--- config.mk ---
export PLATFORM = sky130hd
export DESIGN_NAME = seq_mult_unit
export DESIGN_NICKNAME = d
export VERILOG_FILES = /design/src/rtl/mips_pkg.sv /design/src/rtl/seq_mult_unit_adder.sv /design/src/rtl/seq_mult_unit.sv
export SDC_FILE = /design/constraint.sdc
export NUM_CORES = 1
export LEC_CHECK = 0
export BUFFER_PORTS_ARGS = -buffer_cell sky130_fd_sc_hd__buf_2
export CAP_MARGIN = 20
export CORE_AREA = 2 2 182 255
export CTS_CLUSTER_DIAMETER = 150
export DETAILED_ROUTE_END_ITERATION = 10
export DIE_AREA = 0 0 184 257
export GPL_TIMING_DRIVEN = 1
export RECOVER_POWER = 50
export SYNTH_ARGS = -nofsm -noshare
export SYNTH_HDL_FRONTEND = slang
export SYNTH_SLANG_ARGS = --single-unit
--- constraint.sdc ---
create_clock -name clk -period 14.1 [get_ports clk]
set_input_delay 4.23 -clock clk [delete_from_list [all_inputs] [get_ports clk]]
set_output_delay 4.23 -clock clk [all_outputs]
set_load 0.005 [all_outputs]
--- src/rtl/mips_pkg.sv ---
// Shared MIPS definitions: multiplier FSM encoding, datapath width and the
// MULT/MULTU funct codes that decode uses to raise start/is_signed.
package mips_pkg;

  localparam int WIDTH = 32;

  typedef enum logic [1:0] {
    IDLE = 2'd0,
    CALC = 2'd1,
    FIX  = 2'd2
  } state_t;

  localparam logic [5:0] FUNCT_MULT  = 6'h18;
  localparam logic [5:0] FUNCT_MULTU = 6'h19;

endpackage

--- src/rtl/seq_mult_unit_adder.sv ---
// Ripple-carry adder with carry-in and carry-out; the multiplier uses it
// once per shift-add iteration.
module seq_mult_unit_adder #(
  parameter int WIDTH = mips_pkg::WIDTH
) (
  input  logic [WIDTH-1:0] a,
  input  logic [WIDTH-1:0] b,
  input  logic             cin,
  output logic [WIDTH-1:0] sum,
  output logic             cout
);

  logic carry;

  always_comb begin
    carry = cin;
    sum   = '0;
    for (int i = 0; i < WIDTH; i++) begin
      sum[i] = a[i] ^ b[i] ^ carry;
      carry  = (a[i] & b[i]) | (carry & (a[i] ^ b[i]));
    end
    cout = carry;
  end

endmodule

--- src/rtl/seq_mult_unit.sv ---
// Multi-cycle 32x32 -> 64 shift-add multiplier for MULT/MULTU. Operands are
// multiplied as magnitudes and the sign is applied in the final FIX cycle.
module seq_mult_unit
  import mips_pkg::*;
#(
  parameter int WIDTH = mips_pkg::WIDTH,
  parameter int CNT_W = 5
) (
  input  logic             clk,
  input  logic             rst,
  input  logic             start,
  input  logic             is_signed,
  input  logic [WIDTH-1:0] a,
  input  logic [WIDTH-1:0] b,
  output logic             busy,
  output logic             done,
  output logic [WIDTH-1:0] hi,
  output logic [WIDTH-1:0] lo
);

  state_t state, state_nx;
  logic [CNT_W-1:0] cnt;

  logic [WIDTH-1:0] mcand_p0;
  logic [WIDTH-1:0] mplier_p0;
  logic [WIDTH-1:0] acc_p0;
  logic             neg_p0;

  logic [WIDTH-1:0]   addend;
  logic [WIDTH-1:0]   sum;
  logic               cout;
  logic [2*WIDTH-1:0] product;

  // Two's complement magnitude; 0x80000000 maps to itself, which is the
  // correct unsigned magnitude.
  function automatic logic [WIDTH-1:0] magnitude(input logic signed [WIDTH-1:0] x,
                                                 input logic                    en);
    if (en && x[WIDTH-1])
      return ~x + 1'b1;
    return x;
  endfunction

  function automatic logic [2*WIDTH-1:0] apply_sign(input logic [2*WIDTH-1:0] p,
                                                    input logic               neg);
    if (neg)
      return ~p + 1'b1;
    return p;
  endfunction

  assign addend  = mplier_p0[0] ? mcand_p0 : '0;
  assign product = apply_sign({acc_p0, mplier_p0}, neg_p0);
  assign busy    = (state != IDLE);

  seq_mult_unit_adder #(.WIDTH(WIDTH)) u_adder (
    .a    (acc_p0),
    .b    (addend),
    .cin  (1'b0),
    .sum  (sum),
    .cout (cout)
  );

  always_comb begin
    state_nx = state;
    case (state)
      IDLE:    if (start) state_nx = CALC;
      CALC:    if (cnt == '0) state_nx = FIX;
      FIX:     state_nx = IDLE;
      default: state_nx = IDLE;
    endcase
  end

  // Control path: state, counter and the visible result registers.
  always_ff @(posedge clk) begin
    if (rst) begin
      state <= IDLE;
      cnt   <= '0;
      done  <= 1'b0;
      hi    <= '0;
      lo    <= '0;
    end else begin
      state <= state_nx;
      done  <= 1'b0;
      case (state)
        IDLE: if (start) cnt <= CNT_W'(WIDTH - 1);
        CALC: cnt <= cnt - 1'b1;
        FIX: begin
          hi   <= product[2*WIDTH-1:WIDTH];
          lo   <= product[WIDTH-1:0];
          done <= 1'b1;
        end
        default: ;
      endcase
    end
  end

  // Datapath: the shifted {cout, sum} keeps the adder carry in acc bit 31,
  // so the 33rd accumulator bit is always zero and is not stored.
  always_ff @(posedge clk) begin
    case (state)
      IDLE: if (start) begin
        mcand_p0  <= magnitude(a, is_signed);
        mplier_p0 <= magnitude(b, is_signed);
        neg_p0    <= is_signed & (a[WIDTH-1] ^ b[WIDTH-1]);
        acc_p0    <= '0;
      end
      CALC: begin
        acc_p0    <= {cout, sum[WIDTH-1:1]};
        mplier_p0 <= {sum[0], mplier_p0[WIDTH-1:1]};
      end
      default: ;
    endcase
  end

endmodule

### Word-level counts from Yosys, hierarchy flattened

Cells that the tools add are included.

* add/sub/neg operators: 4
* equal/unequal tests: 4
* mux-type cells: 24
* bitwise gates (word level): 162
* reductions and logical operators: 9

Operator list (number)
* two-way mux 32 bit: 7
* two-way mux 64 bit: 2
* one-hot mux 32 bit (2 select lines): 2
* adder 32 x 1 -> 32 bit (second input constant): 2
* adder 64 x 1 -> 64 bit (second input constant): 1
* AND 1 bit: 64
* inverter 32 bit: 2
* inverter 64 bit: 1
* XOR 1 bit: 64
* OR 1 bit: 31
* one-hot mux 5 bit (2 select lines): 1
* two-way mux 1 bit: 8
* AND reduction 2 bit: 3
* zero test 5 bit: 1
* two-way mux 5 bit: 1
* subtractor 5 x 1 -> 5 bit (second input constant): 1
* two-way mux 2 bit: 2
* inequality test 2 bit (second input constant): 2
* one-hot mux 2 bit (2 select lines): 1
* nonzero test 2 bit: 2
* == test 2 x 1 -> 1 bit (second input constant): 1
* == test 2 bit (second input constant): 1
* logical AND 1 bit: 2
* zero test 2 bit: 1

* flip-flop bits (word level): 169
* input bits: 68
* output and inout port bits: 66

### Logic depth before layout (Yosys ltp)

Gate-level depths: netlist of run 1.

* depth in word-level cells: 65
* depth in mapped cells: 40
* depth with buffers taken out: 39

### Hierarchy

A second synthesis of run 1 with hierarchy kept.

* cell total of the unflattened synthesis: 955
* area total of the unflattened synthesis: 9603.0 µm²

Modules (own cells, without submodules)
* seq_mult_unit: times used 1, cells each 913, area each 8924.8 µm², seq. area each 4354.2 µm²
* seq_mult_unit_adder: times used 1, cells each 42, area each 678.2 µm², seq. area each 0.0 µm²

### Least setup slack after synthesis of run 1

OpenSTA, ideal clock, no wires.

* path kind: reg-to-reg
* from: register mplier_p0[0]
* to: register acc_p0[30] (data pin)
* arrival: 12.205 ns
* data required time: 13.959 ns
* setup slack: 1.754 ns
* stages on the path, launching flop included: 41
* buffers on the path: 1
* period minus slack after synthesis: 12.346 ns
* cells stage by stage: edfxtp_1 > buf_2 > and2_1 > ha_1 > inv_1 > fa_1 > fa_1 > inv_1 > fa_1 > fa_1 > fa_1 > fa_1 > fa_1 > fa_1 > fa_1 > fa_1 > fa_1 > fa_1 > [... 5 more ...] > inv_1 > fa_1 > fa_1 > fa_1 > fa_1 > fa_1 > fa_1 > fa_1 > fa_1 > fa_1 > fa_1 > fa_1 > fa_1 > fa_1 > fa_1 > inv_1 > fa_1 > nor2_1

* longest elaborated chain between the ends: 64
* elaborated cells on any way between the ends: 125
* those cells by class: mux: 2; bitwise: 123

RTL lines
* start: declaration: RTL line seq_mult_unit.sv:25 `logic [WIDTH-1:0] mplier_p0;`
* start signal: assignment: RTL line seq_mult_unit.sv:102 `mplier_p0 <= magnitude(b, is_signed);`
* start signal: assignment: RTL line seq_mult_unit.sv:108 `mplier_p0 <= {sum[0], mplier_p0[WIDTH-1:1]};`
* two-way mux 32 bit (*): RTL line seq_mult_unit.sv:50 `assign addend = mplier_p0[0] ? mcand_p0 : '0;`
* AND 1 bit or XOR 1 bit (tied branches): RTL line seq_mult_unit_adder.sv:20 `carry = (a[i] & b[i]) | (carry & (a[i] ^ b[i]));`
* AND 1 bit: RTL line seq_mult_unit_adder.sv:20
* OR 1 bit: RTL line seq_mult_unit_adder.sv:20
* AND 1 bit: RTL line seq_mult_unit_adder.sv:20
* OR 1 bit: RTL line seq_mult_unit_adder.sv:20
* AND 1 bit: RTL line seq_mult_unit_adder.sv:20
* OR 1 bit: RTL line seq_mult_unit_adder.sv:20
* [... 48 more ...]
* AND 1 bit: RTL line seq_mult_unit_adder.sv:20
* OR 1 bit: RTL line seq_mult_unit_adder.sv:20
* AND 1 bit: RTL line seq_mult_unit_adder.sv:20
* OR 1 bit: RTL line seq_mult_unit_adder.sv:20
* AND 1 bit: RTL line seq_mult_unit_adder.sv:20
* OR 1 bit: RTL line seq_mult_unit_adder.sv:20
* XOR 1 bit (*): RTL line seq_mult_unit_adder.sv:19 `sum[i] = a[i] ^ b[i] ^ carry;`
* one-hot mux 32 bit (2 select lines) (*): RTL line seq_mult_unit.sv:99 `case (state)`
* end signal: assignment: RTL line seq_mult_unit.sv:107 `acc_p0 <= {cout, sum[WIDTH-1:1]};`
* end: declaration: RTL line seq_mult_unit.sv:26 `logic [WIDTH-1:0] acc_p0;`

Every way passes the cells marked *; elsewhere a longest branch is shown, timed or not.
A chain may end at the register's enable or synchronous reset.

### Worst setup path after layout of run 1

* from: register acc_p0[0]
* to: register acc_p0[30] (data pin)

* longest elaborated chain between the ends: 63

RTL lines (RTL line)
* AND 1 bit (2 in series): seq_mult_unit_adder.sv:20
* OR 1 bit: seq_mult_unit_adder.sv:20
* AND 1 bit: seq_mult_unit_adder.sv:20
* OR 1 bit: seq_mult_unit_adder.sv:20
* AND 1 bit: seq_mult_unit_adder.sv:20
* OR 1 bit: seq_mult_unit_adder.sv:20
* AND 1 bit: seq_mult_unit_adder.sv:20
* OR 1 bit: seq_mult_unit_adder.sv:20
* [... 46 more ...]
* AND 1 bit: seq_mult_unit_adder.sv:20
* OR 1 bit: seq_mult_unit_adder.sv:20
* AND 1 bit: seq_mult_unit_adder.sv:20
* OR 1 bit: seq_mult_unit_adder.sv:20
* AND 1 bit: seq_mult_unit_adder.sv:20
* OR 1 bit: seq_mult_unit_adder.sv:20
* XOR 1 bit: seq_mult_unit_adder.sv:19
* one-hot mux 32 bit (2 select lines): seq_mult_unit.sv:99

Every way passes these cells.

==> results.yml, run 1 <==
die:
  die_x_um: 184
  initial_core_util_pct: 22.8
  die_h_um: 257
  rows: 92
  die_area_mm2: 0.0473
  core_area_mm2: 0.0449
  io_pins: 134
route:
  drt_first_iter_violations: 490
  drc: 0
  drtAntennaViolNets: 0
  wl_per_cell_um: 17.3
  postRouteWirelength_mm: 29.6
  dr.pass1.iters: 5
  vias_per_cell: 4.86
  via_count: 8314
yosys:
  netlist_top_cells_area: "edfxtp_1, dfxtp_1, fa_1"
  yosysSeqAreaShare_pct: 42.6
  ys_warn_count: 0
  synth_edf_count: 97
  synth.top_cell.area_share_pct: 28.5
  synthCells: 1032
  synth_ff_type: "edfxtp_1"
  synth_top_cell_by_area: "edfxtp_1"
  ys_ff_latch: 169
  syn-num-nets: 1137
  async_reset_ff_share_pct: 0
  postSynthAreaPerCell_um2: 9.91
  yosysUniqueCellTypes: 70
  synth_area_mm2: 0.0102
sta:
  slew_headroom_pct: -137
  max_freq_mhz: 78.6
  finalCriticalPeriod_ns: 12.72
  setup_tns_ns: 0
  rsz0062_at_grt: "no"
  worst_slack_ns: 1.38
  tightest_slew_ns: 3.56
  setup_viol: 0
  finalHoldViolations: 0
  min_period_over_period_pct: 90.2
  skew_ns: 0.0131
  slew_violations: 158
critical_path:
  worstPathArrival_ns: 13.03
  setup.worst_path.end_class: "register"
  slowest_stage: "edfxtp_1"
  cp-start-kind: "register"
  crit_required_ns: 14.41
  critPathMostFrequentCell: "fa_1"
  cp-startpoint: "acc_p0[0]$_SDFFCE_PN0P_"
  critical_path_class: "reg -> reg"
  reg2reg_from: "acc_p0[0]$_SDFFCE_PN0P_"
  cp_max_fo: 7
  slowest_delay_ns: 0.50
cts:
  clkSlewWorstSetupHoldPaths_ns: 0.07
  clk_path_buf_depth: 2
  postCtsHoldBufs: 0
  cts_tree: "built"
  cts_sinks: 169
  cts_root_buf: "clkbuf_16"
  clk-insertion-delay-late_ns: 0.45
  cts_htree_levels: 4
  post_cts_resized: 0
  postCtsSetupRepairBufs: 0
  cts_buffers: 17
pwr:
  powerDensity_mw_per_mm2: 119
  p_int_mw: 0.980
  combPwrFrac_pct: 18.1
  p_clk_share_pct: 35.5
  p_seq_share_pct: 46.4
  vdd.ir_drop.worst_v: 0.0000876
  p_sw_share_pct: 31.5
  p_total_mw: 1.43
  p_sw_mw: 0.450
  leakage_nw: 4.17
min_path:
  min_from: "hi[7]$_SDFFE_PP0P_"
  hp-class: "reg -> reg"
placement:
  dpl_worst_slack_ns: 1.40
  portBuffers: 133
  place_congestion: 0.876
  dp_hpwl_mm: 22.7
global_routing:
  grt_pass1_wl_mm: 46.2
  antenna_found_initial: 8
  grt_usage_pct: 12.6
  first_global_vias: 8128
  grt_start_max_net_pins: 82
  grt.overflow.total: 0
layout:
  layout_commonest_cell: "edfxtp_1"
  utilization_pct: 26.8
  fin_nets: 1238
  drive_gt1_share_pct: 15.1
  fillers: 4775
  final_cell_mix: "edfxtp_1, nor2_1, buf_2, dfxtp_1, nand2_1"
  area_growth_pct: 17.6
run_status:
  status: "complete, but fails checks"
  violations: "capacitance limit, slew limit"
flow_run:
  drv_cap: 3
-- per-stage QoR --
step	hold WS (ns)	cells	cell area [µm²]
6_report	0.459	1712	12000
3_3_place_gp	0.441	1678	11500
2_1_floorplan	0.434	1032	10200
5_1_grt	0.490	1712	12000
4_1_cts	0.459	1710	12100
3_5_place_dp	0.443	1678	11500
-- flip-flops by register name (all words and copies together) (netlist names) --
register,flops
acc_p0,32
hi,32
lo,32
mcand_p0,32
mplier_p0,32
cnt,5
state,2
done,1
neg_p0,1
-- cells by family (layout without fill, tap and decap cells) --
logic type / Yosys count / count (layout) / synth area share, %
AO/OA/AOI/OAI: 216 / 216 / 14.6
XOR/XNOR: 93 / 93 / 7.97
adder cells (fa/ha/maj): 37 / 37 / 6.80
buffers and inverters: 92 / 206 / 3.54
flip-flops: 169 / 169 / 42.6
multiplexers: 11 / 11 / 1.10
other: 0 / 2 / 0
AND/OR/NAND/NOR: 414 / 414 / 23.4
-- cell usage after synthesis, types with 35 or more instances --
cell type  instances
o21ai_0           51
dfxtp_1           72
a211oi_1          35
nand2_1           71
xor2_1            58
edfxtp_1          97
nor3_1            37
and2_1            58
nor2_1            90
a21oi_1           38
clkbuf_1          51
xnor2_1           35
-- power groups by stage --
stage               clock, mW  combinational [mW]  sequential, mW
finish                  0.507               0.259           0.664
CTS                     0.517               0.264           0.660
global route            0.534               0.295           0.673
detailed placement          0               0.262           0.671
floorplan                   0               0.182           0.653
global placement            0               0.258           0.668
-- cell type report --
type                       instances  area, µm²  share of cell area, %
antenna                            2       5.00                 0.0416
clock buffer                      17        425                   3.54
clock inverter                    15        204                   1.70
inverter                          28        105                  0.874
multi-input combinational        771       5530                   46.0
sequential                       169       4350                   36.2
tap                              564        706                   5.87
timing repair buffer             146        697                   5.79
-- final timing paths --
path                                                  to  slack, ns  depth (start not counted)
worst min-delay path                  hi[7]$_SDFFE_PP0P_       0.46                          2
worst max-delay path            acc_p0[30]$_SDFFCE_PN0P_       1.38                         38
worst max register to register  acc_p0[30]$_SDFFCE_PN0P_       1.38                         38
worst min register to register        hi[7]$_SDFFE_PP0P_       0.46                          2
-- metal layers --
layer / up-vias / track usage, % / share of wire [%]
met3: 78 / 3.28 / 5.2
met5: - / 0 / 0.21
met2: 249 / 22.0 / 51
met4: 12 / 6.87 / 4.3
li1: 4024 / - / -
met1: 3951 / 14.0 / 40
-- critical path: cells and delay by family, from the launching register on --
family	cells	cell delay, ns
flip-flops	1	0.50
AND/OR/NAND/NOR	1	0.10
buffers and inverters	5	0.32
adder cells (fa/ha/maj)	32	11.63
No activity file was read; power rests on OpenSTA's default activity.
==> inputs of run 2 (changes only) <==
Clock period 14.1 ns to 15.2 ns, I/O delays scaled along.
==> run 2 against run 1 <==
Effect of this change:
- the run still ends with capacitance limit, slew limit left
- flip-flop and latch count is the same
- count of clock-buffer cells in the layout grew 3
- worst setup slack improved by 0.42 ns
- final cell count is the same
- critical path type unchanged
- largest power group unchanged
==> results.yml, run 2 (synthesis gave the netlist of run 1 again) <==
sta:
  slew_headroom_pct: -140
  max_freq_mhz: 74.6
  tightest_slew_ns: 3.61
  rsz0062_at_grt: "no"
  min_period_over_period_pct: 88.2
  slew_violations: 158
  finalHoldViolations: 0
  skew_ns: 0.0117
  setup_viol: 0
  setup_tns_ns: 0
  finalCriticalPeriod_ns: 13.40
global_routing:
  grt_start_max_net_pins: 82
  grt_usage_pct: 12.5
  grt.overflow.total: 0
  first_global_vias: 7977
  antenna_found_initial: 9
  grt_pass1_wl_mm: 45.3
min_path:
  holdPathStages: 2
  hold_path_end: "hi[0]$_SDFFE_PP0P_"
  min_from: "hi[0]$_SDFFE_PP0P_"
  hp-class: "reg -> reg"
layout:
  utilization_pct: 26.8
  multi_input_area_mm2: 0.00553
  regArea_mm2: 0.00435
  fin_nets: 1238
  drive_gt1_share_pct: 14.7
  final_cells: 1712
  fillers: 4714
  design_area_mm2: 0.0120
  final_cell_mix: "edfxtp_1, nor2_1, buf_2, dfxtp_1, nand2_1"
  area_growth_pct: 17.5
  layout_commonest_cell: "edfxtp_1"
route:
  vias_per_cell: 4.82
  drtAntennaViolNets: 0
  dr.pass1.iters: 5
  via_count: 8252
  drc: 0
  wl_per_cell_um: 17.1
  drt_first_iter_violations: 410
  postRouteWirelength_mm: 29.3
critical_path:
  r2r_cells: 40
  slowest_delay_ns: 0.51
  crit_required_ns: 15.50
  critPathMostFrequentCell: "fa_1"
  rrSetupSlack_ns: 1.80
  crit_buf_inv: 6
  cp-start-kind: "register"
  setup.worst_path.end_class: "register"
  path_delay_family: "adder cells"
  slowest_stage: "clkbuf_1"
  worstPathArrival_ns: 13.70
  cp_max_fo: 37
  critical_path_class: "reg -> reg"
  r2r_end: "acc_p0[30]$_SDFFCE_PN0P_"
  reg2reg_from: "mplier_p0[0]$_DFFE_PP_"
cts:
  postCtsHoldBufs: 0
  cts_sinks: 169
  cts_htree_levels: 4
  cts_tree: "built"
  post_cts_resized: 0
  postCtsSetupRepairBufs: 0
  clk_path_buf_depth: 2
  cts_buffers: 17
  clkSlewWorstSetupHoldPaths_ns: 0.07
  clk-insertion-delay-late_ns: 0.45
  cts_root_buf: "clkbuf_16"
pwr:
  p_sw_mw: 0.399
  powerDensity_mw_per_mm2: 110
  p_int_mw: 0.921
  combPwrFrac_pct: 18.2
  vdd.ir_drop.worst_v: 0.0000722
  p_clk_share_pct: 35.2
  p_sw_share_pct: 30.3
  p_seq_share_pct: 46.6
  leakage_nw: 4.15
die:
  die_h_um: 257
  rows: 92
  io_pins: 134
  core_area_mm2: 0.0449
  die_area_mm2: 0.0473
  die_x_um: 184
  initial_core_util_pct: 22.8
placement:
  dp_hpwl_mm: 22.6
  place_congestion: 0.877
  dp_cells: 1678
  place_area_mm2: 0.0115
  portBuffers: 133
flow_run:
  drv_cap: 3
run_status:
  violations: "capacitance limit, slew limit"
  status: "complete, but fails checks"
==> run 2: metal layers <==
metal	share of wire, %	track usage [%]	vias to the layer above
met5	0.28	0	-
met4	4.7	7.04	14
met3	4.8	3.20	83
met2	50	21.7	197
met1	40	13.8	3936
li1	-	-	4022
==> run 2: worst reg2reg max path: cells and delay by family (launching register included) <==
family	cells	cell delay (ns)
adder cells (fa/ha/maj)	32	11.62
buffers and inverters	6	0.83
AND/OR/NAND/NOR	2	0.46
flip-flops	1	0.36
==> run 2: power by group through the flow <==
| stage | clock (mW) | sequential, mW | combinational [mW] |
|---|---|---|---|
| after floorplan | 0 | 0.606 | 0.168 |
| after global placement | 0 | 0.620 | 0.239 |
| after detailed placement | 0 | 0.623 | 0.244 |
| after CTS | 0.476 | 0.612 | 0.245 |
| after global routing | 0.489 | 0.624 | 0.274 |
| final | 0.465 | 0.615 | 0.240 |
==> run 2: metrics by stage <==
stage / worst slack (ns) / power, mW / hold WS [ns]
2_1_floorplan: 2.85 / 0.774 / 0.434
3_5_place_dp: 2.25 / 0.866 / 0.447
4_1_cts: 2.20 / 1.33 / 0.460
3_3_place_gp: 2.33 / 0.859 / 0.443
5_1_grt: 1.17 / 1.39 / 0.491
6_report: 1.80 / 1.32 / 0.453
==> run 2: layout make-up <==
class | instances | share of cell area, %
inverters | 28 | 0.875
repair buffers | 146 | 5.76
clock inverters | 12 | 1.55
flip-flops and latches | 169 | 36.2
well taps | 564 | 5.87
clock buffers | 20 | 3.63
multi-input cells | 771 | 46.0
diodes | 2 | 0.0417
==> run 2: worst max-delay path by stage <==
stage / startpoint / slack, ns / endpoint / cells past startpoint
global placement: mplier_p0[0]$_DFFE_PP_ / 2.33 / acc_p0[30]$_SDFFCE_PN0P_ / 40
floorplan: mplier_p0[0]$_DFFE_PP_ / 2.85 / acc_p0[30]$_SDFFCE_PN0P_ / 40
detailed placement: mplier_p0[0]$_DFFE_PP_ / 2.25 / acc_p0[30]$_SDFFCE_PN0P_ / 40
CTS: mplier_p0[0]$_DFFE_PP_ / 2.20 / acc_p0[30]$_SDFFCE_PN0P_ / 40
finish: mplier_p0[0]$_DFFE_PP_ / 1.80 / acc_p0[30]$_SDFFCE_PN0P_ / 40
global route: mplier_p0[0]$_DFFE_PP_ / 1.17 / acc_p0[30]$_SDFFCE_PN0P_ / 40
==> inputs of run 3 (changes only) <==
Settings changed: CORE_AREA 2 2 182 255 to 2 2 247 188, DIE_AREA 0 0 184 257 to 0 0 249 190.
==> run 3 against run 2 <==
Effect of this change:
- the flow still finishes with violations (capacitance limit, slew limit)
- routed wire length grew 7.0%
- flip-flop and latch count did not move
- cell area up 0.15%
- utilization fell by 0.13 points
- final cell count up 1.8%
- largest cell class unchanged
- highest routed layer unchanged
==> results.yml, run 3 (synthesis gave the netlist of run 1 again) <==
cts:
  cts_htree_levels: 4
  cts_root_buf: "clkbuf_16"
  cts_tree: "built"
  postCtsHoldBufs: 0
  post_cts_resized: 0
  clk_path_buf_depth: 2
  cts_sinks: 169
  clk-insertion-delay-late_ns: 0.44
  clkSlewWorstSetupHoldPaths_ns: 0.08
  postCtsSetupRepairBufs: 0
  cts_buffers: 17
sta:
  rsz0062_at_grt: "no"
  slew_violations: 158
  tightest_slew_ns: 3.77
  finalHoldViolations: 0
  setup_tns_ns: 0
  setup_viol: 0
  finalCriticalPeriod_ns: 13.24
  skew_ns: 0.0166
  slew_headroom_pct: -151
  min_period_over_period_pct: 87.1
  max_freq_mhz: 75.5
layout:
  multi_input_area_mm2: 0.00553
  drive_gt1_share_pct: 13.9
  utilization_pct: 26.6
  area_growth_pct: 17.7
  fin_nets: 1235
  layout_commonest_cell: "edfxtp_1"
  final_cells: 1743
  final_cell_mix: "edfxtp_1, nor2_1, buf_2, dfxtp_1, nand2_1"
  regArea_mm2: 0.00435
  design_area_mm2: 0.0120
  fillers: 4752
global_routing:
  first_global_vias: 8022
  grt.overflow.total: 0
  grt_start_max_net_pins: 85
  grt_pass1_wl_mm: 48.8
  grt_usage_pct: 13.2
  antenna_found_initial: 10
pwr:
  p_clk_share_pct: 34.9
  p_seq_share_pct: 46.4
  p_sw_share_pct: 33.6
  leakage_nw: 4.11
  vdd.ir_drop.worst_v: 0.0000721
  p_sw_mw: 0.446
  combPwrFrac_pct: 18.7
  powerDensity_mw_per_mm2: 111
  p_int_mw: 0.884
route:
  drc: 0
  drtAntennaViolNets: 0
  dr.pass1.iters: 5
  wl_per_cell_um: 18.0
  via_count: 8432
  drt_first_iter_violations: 717
  postRouteWirelength_mm: 31.4
  vias_per_cell: 4.84
placement:
  place_congestion: 0.783
  dp_hpwl_mm: 23.4
  place_area_mm2: 0.0115
  dp_cells: 1706
  portBuffers: 133
critical_path:
  critical_path_class: "reg -> reg"
  slowest_stage: "clkbuf_1"
  r2r_cells: 38
  crit_required_ns: 15.50
  reg2reg_from: "mplier_p0[0]$_DFFE_PP_"
  slowest_delay_ns: 0.54
  critPathMostFrequentCell: "fa_1"
  cp-startpoint: "mplier_p0[0]$_DFFE_PP_"
  cp_max_fo: 36
  worstPathArrival_ns: 13.54
  rrSetupSlack_ns: 1.96
  crit_end: "acc_p0[30]$_SDFFCE_PN0P_"
  r2r_end: "acc_p0[30]$_SDFFCE_PN0P_"
  cp-start-kind: "register"
  setup.worst_path.end_class: "register"
run_status:
  violations: "capacitance limit, slew limit"
  status: "complete, but fails checks"
die:
  initial_core_util_pct: 22.6
  rows: 68
  die_x_um: 249
  die_h_um: 190
  io_pins: 134
  core_area_mm2: 0.0452
  die_area_mm2: 0.0473
flow_run:
  drv_cap: 3
min_path:
  hp-class: "reg -> reg"
## run 3: worst min-delay path by stage
stage	startpoint	cells after the start	endpoint	slack [ns]
2_1_floorplan	cnt[4]$_SDFFE_PP0P_	1	cnt[4]$_SDFFE_PP0P_	0.43
3_3_place_gp	hi[5]$_SDFFE_PP0P_	2	hi[5]$_SDFFE_PP0P_	0.44
3_5_place_dp	lo[0]$_SDFFE_PP0P_	2	lo[0]$_SDFFE_PP0P_	0.45
4_1_cts	lo[0]$_SDFFE_PP0P_	2	lo[0]$_SDFFE_PP0P_	0.46
5_1_grt	hi[6]$_SDFFE_PP0P_	2	hi[6]$_SDFFE_PP0P_	0.50
6_report	lo[0]$_SDFFE_PP0P_	2	lo[0]$_SDFFE_PP0P_	0.46
## run 3: area by class of cell
type	count	share of cell area [%]
Antenna cell	5	0.104
Tap cell	595	6.19
Sequential cell	169	36.2
Multi-Input combinational cell	771	46.0
Clock buffer	17	3.54
Clock inverter	15	1.66
Timing Repair Buffer	143	5.49
Inverter	28	0.873
## run 3: power groups by stage
stage,Clock [mW],Combinational (mW),Sequential [mW]
2_1_floorplan,0,0.168,0.606
3_3_place_gp,0,0.245,0.622
3_5_place_dp,0,0.251,0.625
4_1_cts,0.471,0.252,0.614
5_1_grt,0.490,0.283,0.627
6_report,0.464,0.249,0.617
## run 3: critical path, delay by kind of cell, from the launching register on
kind	cells	cell delay, ns
fa+ha+maj	31	11.56
buf+inv	5	0.80
flops	1	0.38
simple gates	2	0.37
## run 3: metrics by stage
stage | power [mW] | hold slack (ns) | setup WS [ns]
2_1_floorplan | 0.774 | 0.434 | 2.85
3_3_place_gp | 0.866 | 0.438 | 2.54
3_5_place_dp | 0.876 | 0.447 | 2.42
4_1_cts | 1.34 | 0.458 | 2.38
5_1_grt | 1.40 | 0.502 | 1.26
6_report | 1.33 | 0.456 | 1.96
## run 3: routing by layer
| metal | vias up | routed length [µm] | global-route usage (%) |
|---|---|---|---|
| met3 | 48 | 2130 | 3.52 |
| met1 | 4097 | 14800 | 18.0 |
| li1 | 4029 | - | - |
| met2 | 248 | 13700 | 20.2 |
| met4 | 10 | 691 | 4.64 |
| met5 | - | 57 | 0 |
